<file path="config.mk">
export PLATFORM = sky130hd
export DESIGN_NAME = sdram_burst_interface
export DESIGN_NICKNAME = d
export VERILOG_FILES = /design/src/rtl/sdram_burst_interface.sv
export SDC_FILE = /design/constraint.sdc
export NUM_CORES = 1
export LEC_CHECK = 0
export CAP_MARGIN = 15
export CORE_MARGIN = 2
export CORE_UTILIZATION = 25
export CTS_BUF_LIST = sky130_fd_sc_hd__clkbuf_8
export DETAILED_ROUTE_END_ITERATION = 16
export SYNTH_ARGS = -nofsm -noshare
export SYNTH_HDL_FRONTEND = slang
export SYNTH_SLANG_ARGS = --single-unit
</file>
<file path="constraint.sdc">
create_clock -name clk -period 3 [get_ports clk]
set_input_delay 0.6 -clock clk [delete_from_list [all_inputs] [get_ports clk]]
set_output_delay 0.6 -clock clk [all_outputs]
set_load 0.01 [all_outputs]
</file>
<file path="src/rtl/sdram_burst_interface.sv">
// Burst front end for the SDRAM controller: expands one start/address/length command into
// consecutive Avalon word transfers, with pipelined reads and valid/ready data streams.
module sdram_burst_interface #(
    parameter int ADDR_W    = 25,
    parameter int DATA_W    = 16,
    parameter int BE_W      = DATA_W / 8,
    parameter int MAX_BURST = 8,
    parameter int LEN_W     = $clog2(MAX_BURST + 1)
) (
    input  logic              clk,
    input  logic              reset,
    input  logic              start_write,
    input  logic              start_read,
    input  logic [ADDR_W-1:0] address,
    input  logic [LEN_W-1:0]  length,
    input  logic [BE_W-1:0]   byteenable,
    input  logic [DATA_W-1:0] wr_data,
    input  logic              wr_valid,
    output logic              wr_ready,
    output logic [DATA_W-1:0] rd_data,
    output logic              rd_valid,
    output logic              busy,
    output logic              done,
    output logic              error,
    output logic [ADDR_W-1:0] sdram_address,
    output logic [BE_W-1:0]   sdram_byteenable_n,
    output logic              sdram_chipselect,
    output logic [DATA_W-1:0] sdram_writedata,
    output logic              sdram_read_n,
    output logic              sdram_write_n,
    input  logic [DATA_W-1:0] sdram_readdata,
    input  logic              sdram_readdatavalid,
    input  logic              sdram_waitrequest
);

    typedef enum logic [2:0] {StIdle, StWrCmd, StRdCmd, StRdDrain, StDone} state_t;

    localparam logic [LEN_W-1:0] MAX_LEN = LEN_W'(MAX_BURST);

    state_t              state_q, state_d;
    logic [ADDR_W-1:0]   addr_q, addr_d;
    logic [LEN_W-1:0]    len_q, len_d;
    logic [BE_W-1:0]     be_q, be_d;
    logic [LEN_W-1:0]    issued_q, issued_d;
    logic [LEN_W-1:0]    returned_q, returned_d;
    logic [DATA_W-1:0]   rd_data_q;
    logic                rd_valid_q;
    logic                error_q, error_d;
    logic                len_ok;
    logic                rd_beat;
    logic                rd_last;

    assign len_ok  = (length != '0) && (length <= MAX_LEN);
    // Returned data only counts while a read burst is live.
    assign rd_beat = sdram_readdatavalid && (state_q == StRdCmd || state_q == StRdDrain);
    assign rd_last = rd_beat && (returned_q + LEN_W'(1) == len_q);

    always_comb begin
        state_d    = state_q;
        addr_d     = addr_q;
        len_d      = len_q;
        be_d       = be_q;
        issued_d   = issued_q;
        returned_d = returned_q;
        error_d    = 1'b0;
        if (rd_beat) begin
            returned_d = returned_q + LEN_W'(1);
        end
        unique case (state_q)
            StIdle: begin
                if (start_write || start_read) begin
                    if (len_ok) begin
                        addr_d     = address;
                        len_d      = length;
                        be_d       = byteenable;
                        issued_d   = '0;
                        returned_d = '0;
                        state_d    = start_write ? StWrCmd : StRdCmd;
                    end else begin
                        error_d = 1'b1;
                    end
                end
            end
            StWrCmd: begin
                if (wr_valid && !sdram_waitrequest) begin
                    addr_d   = addr_q + ADDR_W'(1);
                    issued_d = issued_q + LEN_W'(1);
                    if (issued_q + LEN_W'(1) == len_q) state_d = StDone;
                end
            end
            StRdCmd: begin
                if (!sdram_waitrequest) begin
                    addr_d   = addr_q + ADDR_W'(1);
                    issued_d = issued_q + LEN_W'(1);
                    if (issued_q + LEN_W'(1) == len_q) state_d = rd_last ? StDone : StRdDrain;
                end
            end
            StRdDrain: begin
                if (rd_last) state_d = StDone;
            end
            StDone: state_d = StIdle;
            default: state_d = StIdle;
        endcase
    end

    always_ff @(posedge clk) begin
        if (reset) begin
            state_q    <= StIdle;
            addr_q     <= '0;
            len_q      <= '0;
            be_q       <= '0;
            issued_q   <= '0;
            returned_q <= '0;
            rd_data_q  <= '0;
            rd_valid_q <= 1'b0;
            error_q    <= 1'b0;
        end else begin
            state_q    <= state_d;
            addr_q     <= addr_d;
            len_q      <= len_d;
            be_q       <= be_d;
            issued_q   <= issued_d;
            returned_q <= returned_d;
            rd_valid_q <= rd_beat;
            error_q    <= error_d;
            if (rd_beat) rd_data_q <= sdram_readdata;
        end
    end

    always_comb begin
        busy               = (state_q != StIdle);
        done               = (state_q == StDone);
        error              = error_q;
        rd_valid           = rd_valid_q;
        rd_data            = rd_data_q;
        wr_ready           = (state_q == StWrCmd) && !sdram_waitrequest;
        sdram_address      = addr_q;
        sdram_chipselect   = (state_q == StWrCmd) || (state_q == StRdCmd);
        sdram_write_n      = !((state_q == StWrCmd) && wr_valid);
        sdram_read_n       = !(state_q == StRdCmd);
        sdram_writedata    = (state_q == StWrCmd) ? wr_data : '0;
        sdram_byteenable_n = (state_q == StWrCmd) ? ~be_q : '0;
    end

endmodule

</file>
* Word-level counts from Yosys, hierarchy flattened
Index checks and enable logic that the tools add are counted. W data, S select, Z words.
Storage, ports and cells: memories kept 0, bits in latches 0, bits in read-only memories 0, output and inout bits 67, logic and storage cells 76, register bits after elaboration 60, RAM bits 0, input port bits 70
Operators by class: equality and inequality tests 13, $mul 0, bitwise logic cells 3, reduce and logical (&&, ||, !) cells 20, order comparisons 1, shift-type cells 0, add/subtract/negate cells 3, multiplexer cells 27, div/mod/pow operators 0
Operator list (count):
- $mux W25 | 4
- $pmux W25 S3 | 1
- $mux W4 | 8
- $add A25 B1 Y25 const B | 1
- $mux W3 | 8
- $mux W16 | 1
- $ne A2 B2 Y1 const B | 6
- $pmux W3 S4 | 1
- $pmux W4 S3 | 1
- $add A4 B1 Y4 const B | 2
- $eq A4 B4 Y1 | 2
- $reduce_and A7 Y1 | 1
- $eq A3 B2 Y1 const B | 2
- $logic_and A1 B1 Y1 | 6
- $reduce_bool A3 Y1 | 2
- $reduce_and A5 Y1 | 1
- $le A4 B4 Y1 const B | 1
- $mux W2 | 2
- $reduce_bool A4 Y1 | 1
- $eq A3 B1 Y1 const B | 1
- $eq A3 B3 Y1 const B | 1
- $logic_not A1 Y1 | 3
- $logic_not A3 Y1 | 1
- $logic_or A1 B1 Y1 | 3
- 6 further kinds | 7

* Depth between registers and ports, before layout
Gate-level depths: netlist of the first run.
word-level depth 8, mapped depth 7, depth with buffers taken out 6

* Least setup slack after synthesis of the first run
Ideal clock, no wire load.
path type in2reg, start input port length[0], end register addr_q[11] (netlist: sdram_address[11]), stages on the path 7, path slack 0.855 ns, buffers on the path 2, arrival time 2.005 ns, required time 2.860 ns, library setup time 0.140 ns, cells stage by stage or4_4 -> and4b_4 -> buf_6 -> or2_4 -> buf_6 -> a21oi_1 -> a211oi_2
On the way: cells in the longest elaborated chain, start to end 4, elaborated cells on any way between the ends 5, classes of those cells order compare: 1; eq/ne: 1; reduce/logical: 3
Ends and longest elaborated chain:
- from (decl) | line 15 | input logic [LEN_W-1:0] length,
- $le A4 B4 Y1 or $reduce_bool A4 Y1 (tied branches) | line 53 | assign len_ok = (length != '0) && (length <= MAX_LEN);
- $logic_and A1 B1 Y1 * | line 53
- $ne A2 B2 Y1 (no line) *
- $reduce_and A5 Y1 (no line) *
- to (signal assigned) | line 119 | addr_q <= addr_d;
- to (decl) | line 41 | logic [ADDR_W-1:0] addr_q, addr_d;
Every way passes the cells marked *; elsewhere a longest branch is shown, timed or not. A chain may end at the register's enable or synchronous reset.

* Final worst setup path of the first run
start register state_q[0], end output port sdram_writedata[12]
On the way: cells in the longest elaborated chain, start to end 2
Ends and longest elaborated chain:
- from (decl) | line 40 | state_t state_q, state_d;
- from (signal assigned) | line 108 | state_q <= StIdle;
- from (signal assigned) | line 118 | state_q <= state_d;
- $eq A3 B1 Y1 | line 141 | sdram_writedata = (state_q == StWrCmd) ? wr_data : '0;
- $mux W16 | line 141
- to (decl) | line 28 | output logic [DATA_W-1:0] sdram_writedata,
Every way passes these cells.

==> results.yml, run 1 <==
sta:
  hold_viol: 0
  slew_viol_final: 0
  finalCriticalPeriod_ns: 2.71
  tightest_slew_ns: 0.815
  fin_skew_ns: 0.00887
  finalCritPeriodShare: 0.904
  setup_viol: 0
  rsz0062_at_grt: "no"
  max_clock_freq_mhz: 369
  relSlewSlack: 0.457
  tns_ns: 0
clock_tree:
  cts_tree: "done"
  cts_root_buf: "clkbuf_8"
  insertion_delay_ns: 0.34
  cts.hold.buffers_added: 0
  postCtsSetupBuffers: 0
  cts_sinks: 60
  path_clk_slew_ns: 0.07
  cts_made_buffers: 9
  cts_buffer_depth: 2
  htreeDepth: 3
  cts_resized: 0
placed_design:
  post-dp-hpwl_um: 8440
  placed_area_um2: 4900
  port-buffer-count: 136
  place.gp.congestion: 0.794
logic_synthesis:
  ys_ff_latch: 60
  yosysWarnings: 0
  synth-main-ff-cell: "dfxtp_1"
  synth_edf_count: 0
  ys_seq_area_frac: 0.355
  syn_area_um2: 3380
  synthCells: 426
  avgSynthCellArea_um2: 7.94
  async_reset_ff_frac: 0
  synth.net_count: 499
  synth.distinct_cells: 57
pwr:
  p_leak_nw: 1.86
  peakVddDrop_mv: 0.315
  power_mw: 4.00
  intPower_mw: 2.49
  pwr_density_cell_nw_per_um2: 776
  p_switching_mw: 1.51
  seq_power_share: 0.309
  switching_share: 0.377
  comb_power_share: 0.460
  power.share.clock: 0.231
worst_setup_path:
  r2r-end: "sdram_address[18]"
  worst_ep_arrival_time_ns: 2.11
  worstPathRequired_ns: 2.40
  max_stage_delay_ns: 0.61
  cp.depth: 3
  crit_path_start_kind: "register"
  ff2ff_path_depth: 6
  cp_slowest_cell: "dfxtp_1"
  critical_path.startpoint: "state_q[0]"
  critPathKind: "reg -> out"
  crit_chain: "and3_2 > and2_1 > clkdlybuf4s50_1"
  endpoint: "sdram_writedata[12]"
  crit_family: "simple AND/OR/NAND/NOR gates"
  critPathBufInv: 1
  cp-end-kind: "output pin"
  r2r-start: "sdram_address[0]"
  crit_path_max_fanout: 18
  r2r_setup_slack_ns: 0.69
detailed_routing:
  vias: 3741
  post-route-drc-count: 0
  via_per_inst: 5.08
  drt-initial-drc-count: 250
  wire_per_inst_um: 15.4
  drt_pass1_iterations: 4
  ant_nets: 0
  routed_wl_um: 11400
grt:
  grt_pass1_vias: 3594
  grt_pass1_wl_um: 17700
  overflow: 0
  antenna_found_initial: 0
  grt.total_usage: 0.152
  grt_max_degree: 40
cells_and_area:
  nets: 628
  fillers: 1356
  drive_above_1_share: 0.0839
  antennaDiodeCount: 0
  post-route-util: 0.389
  fin_area_um2: 5150
  area_growth_pct: 52.3
outcome:
  outcome: "complete, no violations"
die:
  die-area_um2: 14500
  coreArea_um2: 13200
  start_util: 0.255
  dieHeight_um: 120
  die_w_um: 120
  core.rowCount: 42
  num_io_pins: 137
hold_path:
  worstHoldPathType: "reg -> reg"
job:
  cap_violations: 0
-- metrics by stage --
| stage | setup slack, ns | cells | hold WS, ns |
|---|---|---|---|
| floorplan | 0.855 | 426 | 0.451 |
| global placement | 0.262 | 720 | 0.442 |
| detailed placement | 0.229 | 720 | 0.448 |
| CTS | 0.161 | 736 | 0.458 |
| global route | 0.160 | 736 | 0.475 |
| finish | 0.287 | 736 | 0.453 |
-- cell usage after synthesis, types with 4 or more instances --
library cell  instances  area, µm²
a211oi_2              5       62.6
xnor2_1              10       87.6
nand3b_1              4       30.0
nor4_1                4       25.0
inv_1                 7       26.3
nor3_1                8       40.0
and2_1               26        163
buf_2                10       50.1
xor2_1                7       61.3
o22ai_1               5       31.3
clkbuf_1             14       52.6
nand4_1               4       25.0
nand2_1              59        221
mux2i_1               8       80.1
a21oi_1              50        250
nor2_1               29        109
nand2b_1              5       31.3
a31oi_1               5       31.3
o21ai_0              24        120
dfxtp_1              60       1200
nand3_1              12       60.1
and3_1                8       50.1
-- how the worst min path moves through the flow --
| stage | start | endpoint | slack (ns) | depth (start not counted) |
|---|---|---|---|---|
| after floorplan | returned_q[1] | returned_q[1] | 0.45 | 2 |
| after global placement | rd_data[8] | rd_data[8] | 0.44 | 2 |
| after detailed placement | rd_data[5] | rd_data[5] | 0.45 | 2 |
| after CTS | rd_data[5] | rd_data[5] | 0.46 | 2 |
| after global routing | rd_data[1] | rd_data[1] | 0.48 | 2 |
| final | rd_data[5] | rd_data[5] | 0.45 | 2 |
-- per-layer routing --
| layer | global-route usage | up-vias | part of all wire |
|---|---|---|---|
| li1 | - | 1793 | - |
| met1 | 0.187 | 1769 | 0.42 |
| met2 | 0.240 | 156 | 0.46 |
| met3 | 0.0552 | 23 | 0.090 |
| met4 | 0.0669 | 0 | 0.024 |
| met5 | 0 | - | 0 |
-- kinds of logic (layout without fill, tap and decap cells) --
group                      count (synthesis)  after routing  synth area share
buffers and inverters                     36            170            0.0503
AOI/OAI and AO/OA                        120            120             0.228
xor gates and xnor gates                  17             17            0.0440
adders and majority gates                  3              3            0.0111
and+or+nand+nor                          182            182             0.288
DFF                                       60             60             0.355
muxes                                      8              8            0.0237
-- registers in the layout (all words and copies together) (netlist names) --
register       cells
be_q               2
error              1
issued_q           4
len_q              4
rd_data           16
rd_valid           1
returned_q         4
sdram_address     25
state_q            3
-- cell type report --
| type | instances | area [µm²] | share of cell area |
|---|---|---|---|
| clock buffers | 11 | 151 | 0.0294 |
| flip-flops and latches | 60 | 1200 | 0.233 |
| well taps | 176 | 220 | 0.0428 |
| repair buffers | 147 | 1440 | 0.280 |
| multi-input cells | 330 | 2010 | 0.391 |
| inverters | 7 | 26.3 | 0.00510 |
| clock inverters | 5 | 98.8 | 0.0192 |
-- worst min-delay path, stage by stage (launching register included) --
cell and delay [ns]:
dfxtp_1 0.31, nand2_1 0.05, a21oi_1 0.05
-- placed cells by master (no fill, tap or decap), types with 10 or more instances in the layout --
| master | netlist | routed |
|---|---|---|
| clkdlybuf4s50_1 | 0 | 135 |
| dfxtp_1 | 60 | 60 |
| nand2_1 | 59 | 59 |
| a21oi_1 | 50 | 50 |
| nor2_1 | 29 | 29 |
| and2_1 | 26 | 26 |
| o21ai_0 | 24 | 24 |
| nand3_1 | 12 | 12 |
| clkbuf_8 | 0 | 11 |
| buf_4 | 0 | 11 |
| xnor2_1 | 10 | 10 |
-- power groups by stage --
stage               Sequential [mW]  Combinational [mW]  Clock [mW]
detailed placement             1.25                1.83           0
finish                         1.24                1.84       0.922
CTS                            1.23                1.84       0.942
floorplan                      1.23                1.02           0
global route                   1.27                1.99       0.971
global placement               1.24                1.80           0
No activity file was read; power rests on OpenSTA's default activity.
==> inputs of run 2 (changes only) <==
Settings changed: SETUP_SLACK_MARGIN from default to 0.05.
==> results of run 2 <==
Same layout as run 1: the final DEF is identical, and so are final timing and power.
